File: src/rtl/riscv_mc_pkg.sv
// Shared definitions for the multi-cycle RISC-V control path.
// State encodings, opcode values, ALU operation codes and datapath mux
// select codes. The datapath muxes and the bench use the same definitions.
package riscv_mc_pkg;

    typedef enum logic [3:0] {
        S_IDLE     = 4'd0,
        S_FETCH    = 4'd1,
        S_DECODE   = 4'd2,
        S_EXEC_R   = 4'd3,
        S_EXEC_I   = 4'd4,
        S_EXEC_LUI = 4'd5,
        S_ALU_WB   = 4'd6,
        S_MEM_ADDR = 4'd7,
        S_MEM_RD   = 4'd8,
        S_MEM_WB   = 4'd9,
        S_MEM_WR   = 4'd10,
        S_BRANCH   = 4'd11,
        S_JAL      = 4'd12,
        S_TRAP     = 4'd13
    } state_e;

    localparam logic [6:0] OP_R      = 7'h33;
    localparam logic [6:0] OP_I      = 7'h13;
    localparam logic [6:0] OP_LUI    = 7'h37;
    localparam logic [6:0] OP_LOAD   = 7'h03;
    localparam logic [6:0] OP_STORE  = 7'h23;
    localparam logic [6:0] OP_BRANCH = 7'h63;
    localparam logic [6:0] OP_JAL    = 7'h6F;

    localparam logic [2:0] ALU_R_FUNCT = 3'b000;
    localparam logic [2:0] ALU_I_FUNCT = 3'b001;
    localparam logic [2:0] ALU_ADD     = 3'b010;
    localparam logic [2:0] ALU_SUB     = 3'b011;
    localparam logic [2:0] ALU_PASS_B  = 3'b100;

    localparam logic [1:0] SRCA_PC     = 2'b00;
    localparam logic [1:0] SRCA_RS1    = 2'b01;
    localparam logic [1:0] SRCA_OLD_PC = 2'b10;

    localparam logic [1:0] SRCB_RS2    = 2'b00;
    localparam logic [1:0] SRCB_FOUR   = 2'b01;
    localparam logic [1:0] SRCB_IMM    = 2'b10;

    localparam logic [1:0] WB_ALU_OUT  = 2'b00;
    localparam logic [1:0] WB_MDR      = 2'b01;
    localparam logic [1:0] WB_PC       = 2'b10;

    // States that stall on the memory ready handshake and are timed.
    function automatic logic is_wait_state(input state_e s);
        return (s == S_FETCH) || (s == S_MEM_RD) || (s == S_MEM_WR);
    endfunction

endpackage

File: src/rtl/mem_wait_timer.sv
// Memory wait timer: counts consecutive not-ready cycles in a memory state.
// Ports:
//   clk      in  core clock
//   reset    in  asynchronous, active-low
//   clear    in  zero the count (state entry or ready seen)
//   inc      in  count one more not-ready cycle (saturating)
//   at_limit out count equals MEM_TIMEOUT-1; never set when MEM_TIMEOUT is 0
// CNT_W must be wide enough to hold MEM_TIMEOUT.
module mem_wait_timer #(
    parameter int MEM_TIMEOUT = 15,
    parameter int CNT_W       = 4
) (
    input  logic clk,
    input  logic reset,
    input  logic clear,
    input  logic inc,
    output logic at_limit
);

    localparam bit               ENABLE = (MEM_TIMEOUT != 0);
    localparam logic [CNT_W-1:0] LIMIT  = ENABLE ? CNT_W'(MEM_TIMEOUT - 1) : '0;
    localparam logic [CNT_W-1:0] ONE    = {{(CNT_W-1){1'b0}}, 1'b1};

    logic [CNT_W-1:0] count;

    // With the timeout disabled the counter is held at zero.
    always_ff @(posedge clk or negedge reset) begin
        if (!reset) begin
            count <= '0;
        end else if (!ENABLE || clear) begin
            count <= '0;
        end else if (inc && (count != '1)) begin
            count <= count + ONE;
        end
    end

    assign at_limit = ENABLE && (count == LIMIT);

endmodule

File: src/rtl/multicycle_control_fsm.sv
// Multi-cycle control sequencer: steps the shared datapath through
// fetch/decode/execute/memory/write-back phases, stalls on memory ready,
// traps on an illegal opcode or a memory timeout.
// Ports:
//   clk, reset (async active-low), Op_i (IR[6:0]), Mem_Ready_i
//   PC_Write_o, Branch_o, PC_Src_o, IR_Write_o, I_or_D_o, Mem_Read_o,
//   Mem_Write_o, Reg_Write_o, Mem_to_Reg_o[1:0], ALU_Src_A_o[1:0],
//   ALU_Src_B_o[1:0], ALU_Op_o[2:0], Retire_o, Error_o, State_o[3:0]
//
// state      | meaning
// IDLE       | one cycle after reset release, no strobes
// FETCH      | read instruction at PC, PC+4 into PC on ready
// DECODE     | branch/jump target into ALU_Out, dispatch on opcode
// EXEC_R     | ALU rs1 op rs2
// EXEC_I     | ALU rs1 op imm
// EXEC_LUI   | ALU passes immediate
// ALU_WB     | ALU_Out into rd, retire
// MEM_ADDR   | rs1 + imm effective address
// MEM_RD     | data read at ALU_Out, wait ready
// MEM_WB     | MDR into rd, retire
// MEM_WR     | data write at ALU_Out, retire on ready
// BRANCH     | compare rs1/rs2, conditional PC load, retire
// JAL        | PC <- target, rd <- link, retire
// TRAP       | error, sticky until reset
module multicycle_control_fsm
    import riscv_mc_pkg::*;
#(
    parameter int MEM_TIMEOUT = 15,
    parameter int CNT_W       = 4
) (
    input  logic       clk,
    input  logic       reset,
    input  logic [6:0] Op_i,
    input  logic       Mem_Ready_i,
    output logic       PC_Write_o,
    output logic       Branch_o,
    output logic       PC_Src_o,
    output logic       IR_Write_o,
    output logic       I_or_D_o,
    output logic       Mem_Read_o,
    output logic       Mem_Write_o,
    output logic       Reg_Write_o,
    output logic [1:0] Mem_to_Reg_o,
    output logic [1:0] ALU_Src_A_o,
    output logic [1:0] ALU_Src_B_o,
    output logic [2:0] ALU_Op_o,
    output logic       Retire_o,
    output logic       Error_o,
    output logic [3:0] State_o
);

    state_e state;
    state_e state_nxt;
    logic   in_wait;
    logic   timer_clear;
    logic   timer_inc;
    logic   timer_at_limit;
    logic   timeout_hit;

    assign in_wait     = is_wait_state(state);
    // Ready in the limit cycle wins over the timeout.
    assign timeout_hit = in_wait && !Mem_Ready_i && timer_at_limit;
    assign timer_inc   = in_wait && !Mem_Ready_i;
    assign timer_clear = (in_wait && Mem_Ready_i) ||
                         (is_wait_state(state_nxt) && (state_nxt != state));

    mem_wait_timer #(
        .MEM_TIMEOUT(MEM_TIMEOUT),
        .CNT_W      (CNT_W)
    ) u_mem_wait_timer (
        .clk     (clk),
        .reset   (reset),
        .clear   (timer_clear),
        .inc     (timer_inc),
        .at_limit(timer_at_limit)
    );

    always_ff @(posedge clk or negedge reset) begin
        if (!reset) begin
            state <= S_IDLE;
        end else begin
            state <= state_nxt;
        end
    end

    always_comb begin
        state_nxt = state;
        case (state)
            S_IDLE:     state_nxt = S_FETCH;
            S_FETCH: begin
                if (Mem_Ready_i)      state_nxt = S_DECODE;
                else if (timeout_hit) state_nxt = S_TRAP;
            end
            S_DECODE: begin
                case (Op_i)
                    OP_R:                state_nxt = S_EXEC_R;
                    OP_I:                state_nxt = S_EXEC_I;
                    OP_LUI:              state_nxt = S_EXEC_LUI;
                    OP_LOAD, OP_STORE:   state_nxt = S_MEM_ADDR;
                    OP_BRANCH:           state_nxt = S_BRANCH;
                    OP_JAL:              state_nxt = S_JAL;
                    default:             state_nxt = S_TRAP;
                endcase
            end
            S_EXEC_R, S_EXEC_I, S_EXEC_LUI:
                        state_nxt = S_ALU_WB;
            // IR is stable here, so the opcode still tells load from store.
            S_MEM_ADDR: state_nxt = (Op_i == OP_STORE) ? S_MEM_WR : S_MEM_RD;
            S_MEM_RD: begin
                if (Mem_Ready_i)      state_nxt = S_MEM_WB;
                else if (timeout_hit) state_nxt = S_TRAP;
            end
            S_MEM_WR: begin
                if (Mem_Ready_i)      state_nxt = S_FETCH;
                else if (timeout_hit) state_nxt = S_TRAP;
            end
            S_ALU_WB, S_MEM_WB, S_BRANCH, S_JAL:
                        state_nxt = S_FETCH;
            S_TRAP:     state_nxt = S_TRAP;
            default:    state_nxt = S_TRAP;
        endcase
    end

    always_comb begin
        PC_Write_o   = 1'b0;
        Branch_o     = 1'b0;
        PC_Src_o     = 1'b0;
        IR_Write_o   = 1'b0;
        I_or_D_o     = 1'b0;
        Mem_Read_o   = 1'b0;
        Mem_Write_o  = 1'b0;
        Reg_Write_o  = 1'b0;
        Mem_to_Reg_o = WB_ALU_OUT;
        ALU_Src_A_o  = SRCA_PC;
        ALU_Src_B_o  = SRCB_RS2;
        ALU_Op_o     = ALU_R_FUNCT;
        Retire_o     = 1'b0;
        Error_o      = 1'b0;
        case (state)
            S_FETCH: begin
                Mem_Read_o  = 1'b1;
                ALU_Src_A_o = SRCA_PC;
                ALU_Src_B_o = SRCB_FOUR;
                ALU_Op_o    = ALU_ADD;
                IR_Write_o  = Mem_Ready_i;
                PC_Write_o  = Mem_Ready_i;
            end
            S_DECODE: begin
                ALU_Src_A_o = SRCA_OLD_PC;
                ALU_Src_B_o = SRCB_IMM;
                ALU_Op_o    = ALU_ADD;
            end
            S_EXEC_R: begin
                ALU_Src_A_o = SRCA_RS1;
                ALU_Src_B_o = SRCB_RS2;
                ALU_Op_o    = ALU_R_FUNCT;
            end
            S_EXEC_I: begin
                ALU_Src_A_o = SRCA_RS1;
                ALU_Src_B_o = SRCB_IMM;
                ALU_Op_o    = ALU_I_FUNCT;
            end
            S_EXEC_LUI: begin
                ALU_Src_B_o = SRCB_IMM;
                ALU_Op_o    = ALU_PASS_B;
            end
            S_ALU_WB: begin
                Reg_Write_o  = 1'b1;
                Mem_to_Reg_o = WB_ALU_OUT;
                Retire_o     = 1'b1;
            end
            S_MEM_ADDR: begin
                ALU_Src_A_o = SRCA_RS1;
                ALU_Src_B_o = SRCB_IMM;
                ALU_Op_o    = ALU_ADD;
            end
            S_MEM_RD: begin
                Mem_Read_o = 1'b1;
                I_or_D_o   = 1'b1;
            end
            S_MEM_WB: begin
                Reg_Write_o  = 1'b1;
                Mem_to_Reg_o = WB_MDR;
                Retire_o     = 1'b1;
            end
            S_MEM_WR: begin
                Mem_Write_o = 1'b1;
                I_or_D_o    = 1'b1;
                Retire_o    = Mem_Ready_i;
            end
            S_BRANCH: begin
                ALU_Src_A_o = SRCA_RS1;
                ALU_Src_B_o = SRCB_RS2;
                ALU_Op_o    = ALU_SUB;
                Branch_o    = 1'b1;
                PC_Src_o    = 1'b1;
                Retire_o    = 1'b1;
            end
            S_JAL: begin
                PC_Write_o   = 1'b1;
                PC_Src_o     = 1'b1;
                Reg_Write_o  = 1'b1;
                Mem_to_Reg_o = WB_PC;
                Retire_o     = 1'b1;
            end
            S_TRAP: begin
                Error_o = 1'b1;
            end
            default: ;
        endcase
    end

    assign State_o = state;

endmodule
File: config.mk
export PLATFORM = sky130hd
export DESIGN_NAME = multicycle_control_fsm
export DESIGN_NICKNAME = d
export VERILOG_FILES = /design/src/rtl/riscv_mc_pkg.sv /design/src/rtl/mem_wait_timer.sv /design/src/rtl/multicycle_control_fsm.sv
export SDC_FILE = /design/constraint.sdc
export NUM_CORES = 1
export LEC_CHECK = 0
export BUFFER_PORTS_ARGS = -buffer_cell sky130_fd_sc_hd__clkbuf_2
export CORE_ASPECT_RATIO = 1.4
export CORE_MARGIN = 2
export CORE_UTILIZATION = 49
export CTS_CLUSTER_SIZE = 20
export DETAILED_ROUTE_END_ITERATION = 8
export GPL_TIMING_DRIVEN = 1
export PLACE_DENSITY = 0.84
export SETUP_SLACK_MARGIN = 0.2
export SYNTH_ARGS = -nofsm -noshare
export SYNTH_HDL_FRONTEND = slang
export SYNTH_SLANG_ARGS = --single-unit
File: constraint.sdc
create_clock -name clk -period 2.8 [get_ports clk]
set_input_delay 0.28 -clock clk [delete_from_list [all_inputs] [get_ports clk]]
set_output_delay 0.28 -clock clk [all_outputs]
set_load 0.03 [all_outputs]
=== After elaboration in Yosys (flattened, before gate mapping) ===
Index checks and enable logic that the tools add are counted.

* Register bits: 8
* Input bits: 10
* Output and inout bits: 23
* Word-level logic and storage cells: 76

* $add $sub $neg: 1
* Equality and inequality tests: 26
* Multiplexer cells: 23
* Reductions and logical operators: 24

{| class="wikitable"
|+ Operator list
! cell !! count
|-
| $eq 4x4->1 const B || 9
|-
| $pmux 4 s7 || 1
|-
| $mux 4 || 6
|-
| $pmux 4 s6 || 1
|-
| $eq 7x6->1 const B || 3
|-
| $eq 4x3->1 const B || 4
|-
| $eq 7x7->1 const B || 2
|-
| $pmux 2 s2 || 3
|-
| $pmux 3 s4 || 1
|-
| $reduce_or 4->1 || 3
|-
| $reduce_or 3->1 || 3
|-
| $eq 4x1->1 const B || 2
|-
| $eq 4x2->1 const B || 2
|-
| $mux 1 || 8
|-
| $reduce_or 2->1 || 4
|-
| $eq 7x2->1 const B || 1
|-
| $eq 7x5->1 const B || 1
|-
| $logic_and 1x1->1 || 5
|-
| $logic_or 1x1->1 || 5
|-
| $reduce_or 5->1 || 1
|-
| $add 4x1->4 const B || 1
|-
| $logic_not 4->1 || 1
|-
| $ne 4x4->1 || 1
|-
| $ne 4x4->1 const B || 1
|-
| 4 further kinds || 5
|}

=== Logic depth before layout (Yosys ltp) ===
* Depth after elaboration: 14
* Gate-level depth with buffers: 9
* Depth with buffers taken out: 9

=== Hierarchy ===
A second synthesis with hierarchy kept.

* Cells, all modules: 136
* Area, all modules: 1033.5 sq um

{| class="wikitable"
|+ By module, submodules not included
! module !! instances !! cells each !! area each (sq um) !! sequential area each (sq um)
|-
| multicycle_control_fsm || 1 || 113 || 782.0 || 100.1
|-
| mem_wait_timer || 1 || 23 || 251.5 || 100.1
|}

=== Worst setup path after synthesis ===
OpenSTA, ideal clock, no wires.

* Kind: register to register
* Start: register state[2] (netlist: State_o[2])
* End: register u_mem_wait_timer.count[3]
* Setup time: 118 ps
* Arrival: 2377 ps
* Required time: 2682 ps
* Path slack: 304 ps
* Stages on the path, launching flop included: 9
* Path buffers: 1
* Clock period less this slack: 2496 ps
* Cells stage by stage: dfrtp_1 > buf_2 > nand2b_1 > nor2_1 > nor2_1 > a311oi_1 > nand4_1 > xor2_1 > nor2_1

* Cells in the longest elaborated chain, start to end: 14
* Elaborated cells on any way between the ends: 36
* Classes of those cells: eq/ne: 16; mux: 6; reduce/logical: 14

{| class="wikitable"
|+ RTL lines
! item !! RTL line !! RTL
|-
| from (decl) || multicycle_control_fsm.sv:52 || <nowiki>state_e state;</nowiki>
|-
| from (signal assigned) || multicycle_control_fsm.sv:82 || <nowiki>state <= state_nxt;</nowiki>
|-
| $eq 4x1->1 or $eq 4x4->1 (tied branches) || riscv_mc_pkg.sv:51, multicycle_control_fsm.sv:88 ||
|-
| $logic_or 1x1->1 (2 in series) || riscv_mc_pkg.sv:51 || <nowiki>return (s == S_FETCH) || (s == S_MEM_RD) || (s == S_MEM_WR);</nowiki>
|-
| $logic_and 1x1->1 || multicycle_control_fsm.sv:62, multicycle_control_fsm.sv:63 ||
|-
| $logic_and 1x1->1 || multicycle_control_fsm.sv:62 || <nowiki>assign timeout_hit = in_wait && !Mem_Ready_i && timer_at_limit;</nowiki>
|-
| $mux 4 || multicycle_control_fsm.sv:92, multicycle_control_fsm.sv:111, multicycle_control_fsm.sv:115 ||
|-
| $mux 4, on equally long branches || multicycle_control_fsm.sv:114, multicycle_control_fsm.sv:91, multicycle_control_fsm.sv:110 ||
|-
| $pmux 4 s7 || multicycle_control_fsm.sv:88 || <nowiki>case (state)</nowiki>
|-
| $eq 4x1->1 or $eq 4x4->1 (tied branches) || riscv_mc_pkg.sv:51 ||
|-
| $logic_or 1x1->1 (2 in series) || riscv_mc_pkg.sv:51 ||
|-
| $logic_and 1x1->1 || multicycle_control_fsm.sv:65 || <nowiki>(is_wait_state(state_nxt) && (state_nxt != state));</nowiki>
|-
| $logic_or 1x1->1 || multicycle_control_fsm.sv:64 || <nowiki>assign timer_clear = (in_wait && Mem_Ready_i) ||</nowiki>
|-
| $mux 4 or $reduce_bool 2->1 (tied branches) || - ||
|-
| to (signal assigned) || mem_wait_timer.sv:33 || <nowiki>count <= count + ONE;</nowiki>
|-
| to (decl) || mem_wait_timer.sv:24 || <nowiki>logic [CNT_W-1:0] count;</nowiki>
|}

Several ways; a longest one is shown, not always the timed one.
A chain may end at the register's enable or synchronous reset.

=== Worst setup path after layout ===
* Start: register state[2] (netlist: State_o[2])
* End: register u_mem_wait_timer.count[0]

Same word-level chain as after synthesis.

==> reports/qor.log <==
INFO  synthesis      yosysWarningCount=0
INFO  place          post-dp-hpwl=1940um
INFO  route          detailroute.via_count=1109
INFO  place          port_buffers=32
INFO  cells_and_area layout.nets=176
INFO  timing         tightestPinTransition=470ps
INFO  global_routing groute.usage.overall=24.9%
INFO  worst_setup_path arrival=2500ps
INFO  clocking       max-clock-path-buffers=2
INFO  synthesis      synth_compound_gate_area_share=20.9%
INFO  synthesis      synth_fa_ha_area_share=2.70%
INFO  timing         layout_setup_ws=435ps
INFO  cells_and_area antenna_cells=0
INFO  synthesis      synth.area.mux_share=2.16%
INFO  clocking       ctsHtreeMaxLevel=1
INFO  global_routing grt_pass1_vias=946
INFO  synthesis      synth-edff-count=0
INFO  global_routing grt_pass1_wl=4020um
INFO  cells_and_area layout.cells.most_common_list=sky130_fd_sc_hd__clkbuf_2, sky130_fd_sc_hd__nor2_1, sky130_fd_sc_hd__nand2_1
INFO  cells_and_area nFillCells=154
INFO  route          drcViolationCount=0
INFO  clocking       cts-root-buf=sky130_fd_sc_hd__clkbuf_4
INFO  floorplan      core_region_area=0.00178mm^2
INFO  synthesis      netlist-cell-type-count=43
INFO  synthesis      synth-xor-area-share=7.55%
INFO  route          route.detailed.vias_per_inst=6.09
INFO  timing         rsz_0062_raised_after_global_routing=false
INFO  synthesis      asyncSetResetFlopFracSynth=100%
INFO  timing         timing.final.hold_violations=0
INFO  min_path       min_path_type=primary input to async pin
INFO  power_and_ir_drop static-leakage-power=0.000581uW
INFO  place          pre_cts_setup_slack=435ps
INFO  power_and_ir_drop vdd_ir_drop_max=0.000701V
INFO  clocking       tritoncts=done
INFO  floorplan      fp-row-count=18
INFO  cells_and_area p_r_area_growth_vs_syn=22.5%
INFO  route          wire_per_inst=14.3um
INFO  timing         fmax=423MHz
INFO  cells_and_area proportion_of_layout_cells_with_a_drive_suffix_above_1=29.0%
INFO  global_routing grt_max_degree=19
INFO  power_and_ir_drop powerDensity=1360mW/mm^2
INFO  timing         worst_slew_margin_rel=68.6%
INFO  clocking       clock_transition_time_at_the_flip_flop_clock_pins_of_the_worst_setup_and_hold_paths=50ps
INFO  timing         fin_setup_tns=0ps
INFO  synthesis      ys_ff_latch=8
INFO  status         status=finished, final reports clean
INFO  synthesis      post-synth-top-area-cell=sky130_fd_sc_hd__dfrtp_1
INFO  worst_setup_path worstSetupEndpointType=flip-flop
INFO  synthesis      synth_top_area_share=21.6%
INFO  global_routing grt_remaining_overflow=0
INFO  floorplan      num_io_pins=33
INFO  worst_setup_path critical_path.reg2reg.startpoint=State_o[2]
INFO  synthesis      synth_ff_type=sky130_fd_sc_hd__dfrtp_1
INFO  timing         final_min_period_over_clock_period=84.5%
INFO  cells_and_area leading_cell_type_in_the_layout_fill_and_taps_excluded=sky130_fd_sc_hd__clkbuf_2
INFO  floorplan      floorplan.initialDensity=52.2%
INFO  floorplan      die_width=40.8um
INFO  timing         skew=1.83ps
INFO  clocking       post_cts.repair.setup_buffers=0
INFO  synthesis      yosysSeqAreaShare=21.6%
INFO  route          drt_pre_antenna_iters=5
INFO  global_routing grt_antenna_before_repair=0
INFO  floorplan      die_y=55.5um
INFO  clocking       cts.sinks=8
INFO  synthesis      synth_top_family_by_area=simple AND/OR/NAND/NOR gates
INFO  cells_and_area final_cells=182
INFO  synthesis      post_synth_and_or_nand_nor_area_fraction=36.7%
INFO  route          detail_route.wirelength=2610um
INFO  synthesis      synth_cells=131
INFO  floorplan      fp.dieArea=0.00226mm^2
INFO  timing         setup-violations-final=0
INFO  route          drtIter0Drc=42
INFO  synthesis      synthTopCellsByArea=sky130_fd_sc_hd__dfrtp_1, sky130_fd_sc_hd__nor2_1, sky130_fd_sc_hd__xor2_1
INFO  place          dpl.cell_count=178
INFO  worst_setup_path worstSetupStartpoint=State_o[2]
INFO  synthesis      synth.avg_cell_area=7.09um^2
INFO  clocking       worstSkewPairLatency=250ps
INFO  place          gpl.final_weighted_congestion=0.946
INFO  worst_setup_path worstSetupStartpointType=flip-flop
INFO  worst_setup_path path_max_fanout=14
INFO  clocking       cts_buffers=3
INFO  synthesis      post_synth_instance_area=928um^2
INFO  synthesis      syn-num-nets=143
INFO  timing         fin_crit=2370ps
INFO  job            max-cap-violations=0
INFO  worst_setup_path required_time_of_the_critical_path=2940ps
INFO  timing         timing.final.max_slew_violations=0
INFO  worst_setup_path worst-setup-path-type=flip-flop to flip-flop
INFO  route          final_antenna_net_count=0
[flip-flops by register name, summed over array words and instances, names as in the netlist]
signal,count
State_o,4
u_mem_wait_timer.count,4
[area by class of cell]
class                           count  area [um^2]  area share [%]
Multi-Input combinational cell    105          656            57.6
Clock buffer                        3         22.5            1.98
Tap cell                           20         25.0            2.20
Timing Repair Buffer               37          200            17.6
Sequential cell                     8          200            17.6
Inverter                            9         33.8            2.97
[routing by layer]
| metal | up-vias | wire, um | track usage (%) |
|---|---|---|---|
| met4 | 0 | 101 | 11.9 |
| met2 | 58 | 1350 | 42.0 |
| met3 | 21 | 149 | 2.81 |
| li1 | 526 | - | - |
| met1 | 504 | 1010 | 28.3 |
| met5 | - | 0 | 0 |
[Yosys cell counts, types with 2 or more instances]
cell	n
sky130_fd_sc_hd__a21oi_1	4
sky130_fd_sc_hd__a221oi_1	2
sky130_fd_sc_hd__a311oi_1	2
sky130_fd_sc_hd__and3_1	4
sky130_fd_sc_hd__buf_1	2
sky130_fd_sc_hd__buf_2	3
sky130_fd_sc_hd__clkbuf_1	3
sky130_fd_sc_hd__dfrtp_1	8
sky130_fd_sc_hd__ha_1	2
sky130_fd_sc_hd__inv_1	8
sky130_fd_sc_hd__mux2i_1	2
sky130_fd_sc_hd__nand2_1	11
sky130_fd_sc_hd__nand2b_1	5
sky130_fd_sc_hd__nand3_1	4
sky130_fd_sc_hd__nor2_1	20
sky130_fd_sc_hd__nor2b_1	3
sky130_fd_sc_hd__nor3_1	8
sky130_fd_sc_hd__nor4b_1	2
sky130_fd_sc_hd__o21ai_0	6
sky130_fd_sc_hd__o22ai_1	2
sky130_fd_sc_hd__or2_2	2
sky130_fd_sc_hd__xnor2_1	3
sky130_fd_sc_hd__xor2_1	5
[power by group]
group	switching, uW	internal, uW	total, uW
registers	77.5	158	235
clock network	37.3	48.9	86.2
logic	805	422	1230
total	920	628	1550
[stage by stage]
step | area [um^2] | utilization, % | hold slack (ps) | power, uW
detailed placement | 1100 | 61.7 | 128 | 1440
CTS | 1130 | 63.6 | 400 | 1540
floorplan | 928 | - | -15.6 | 1160
global route | 1140 | 63.9 | 420 | 1670
global placement | 1100 | 61.7 | 126 | 1420
finish | 1140 | 63.9 | 403 | 1550
[cell families (layout without fill, tap and decap cells)]
kind of cell	count (synthesis)	in the layout
buffers and inverters	18	49
xor gates and xnor gates	8	8
adders and majority gates	2	2
and+or+nand+nor	66	66
muxes	2	2
AOI/OAI and AO/OA	27	27
DFF	8	8
[final timing paths]
kind	end	slack, ps	cells past startpoint
max in group asynchronous	u_mem_wait_timer.count[3]	2230	2
max reg2reg	u_mem_wait_timer.count[0]	430	6
max	u_mem_wait_timer.count[0]	430	6
min in group clk	State_o[1]	490	4
min	u_mem_wait_timer.count[1]	400	2
min reg2reg	u_mem_wait_timer.count[1]	600	2
[worst max-delay path, stage by stage, from the launching register on]
cell and delay, ps:
sky130_fd_sc_hd__dfrtp_1 540, sky130_fd_sc_hd__or4b_4 610, sky130_fd_sc_hd__a311o_1 320, sky130_fd_sc_hd__and2_4 170
sky130_fd_sc_hd__nor4b_1 310, sky130_fd_sc_hd__o32a_2 240, sky130_fd_sc_hd__nor2_1 50
[timing repair]
action,4_1_cts,5_1_grt
setup endpoints to repair,0,1
gates resized for setup,0,1
endpoints found under the hold margin,8,0
hold buffers,1,0
No activity file was read; power rests on OpenSTA's default activity.
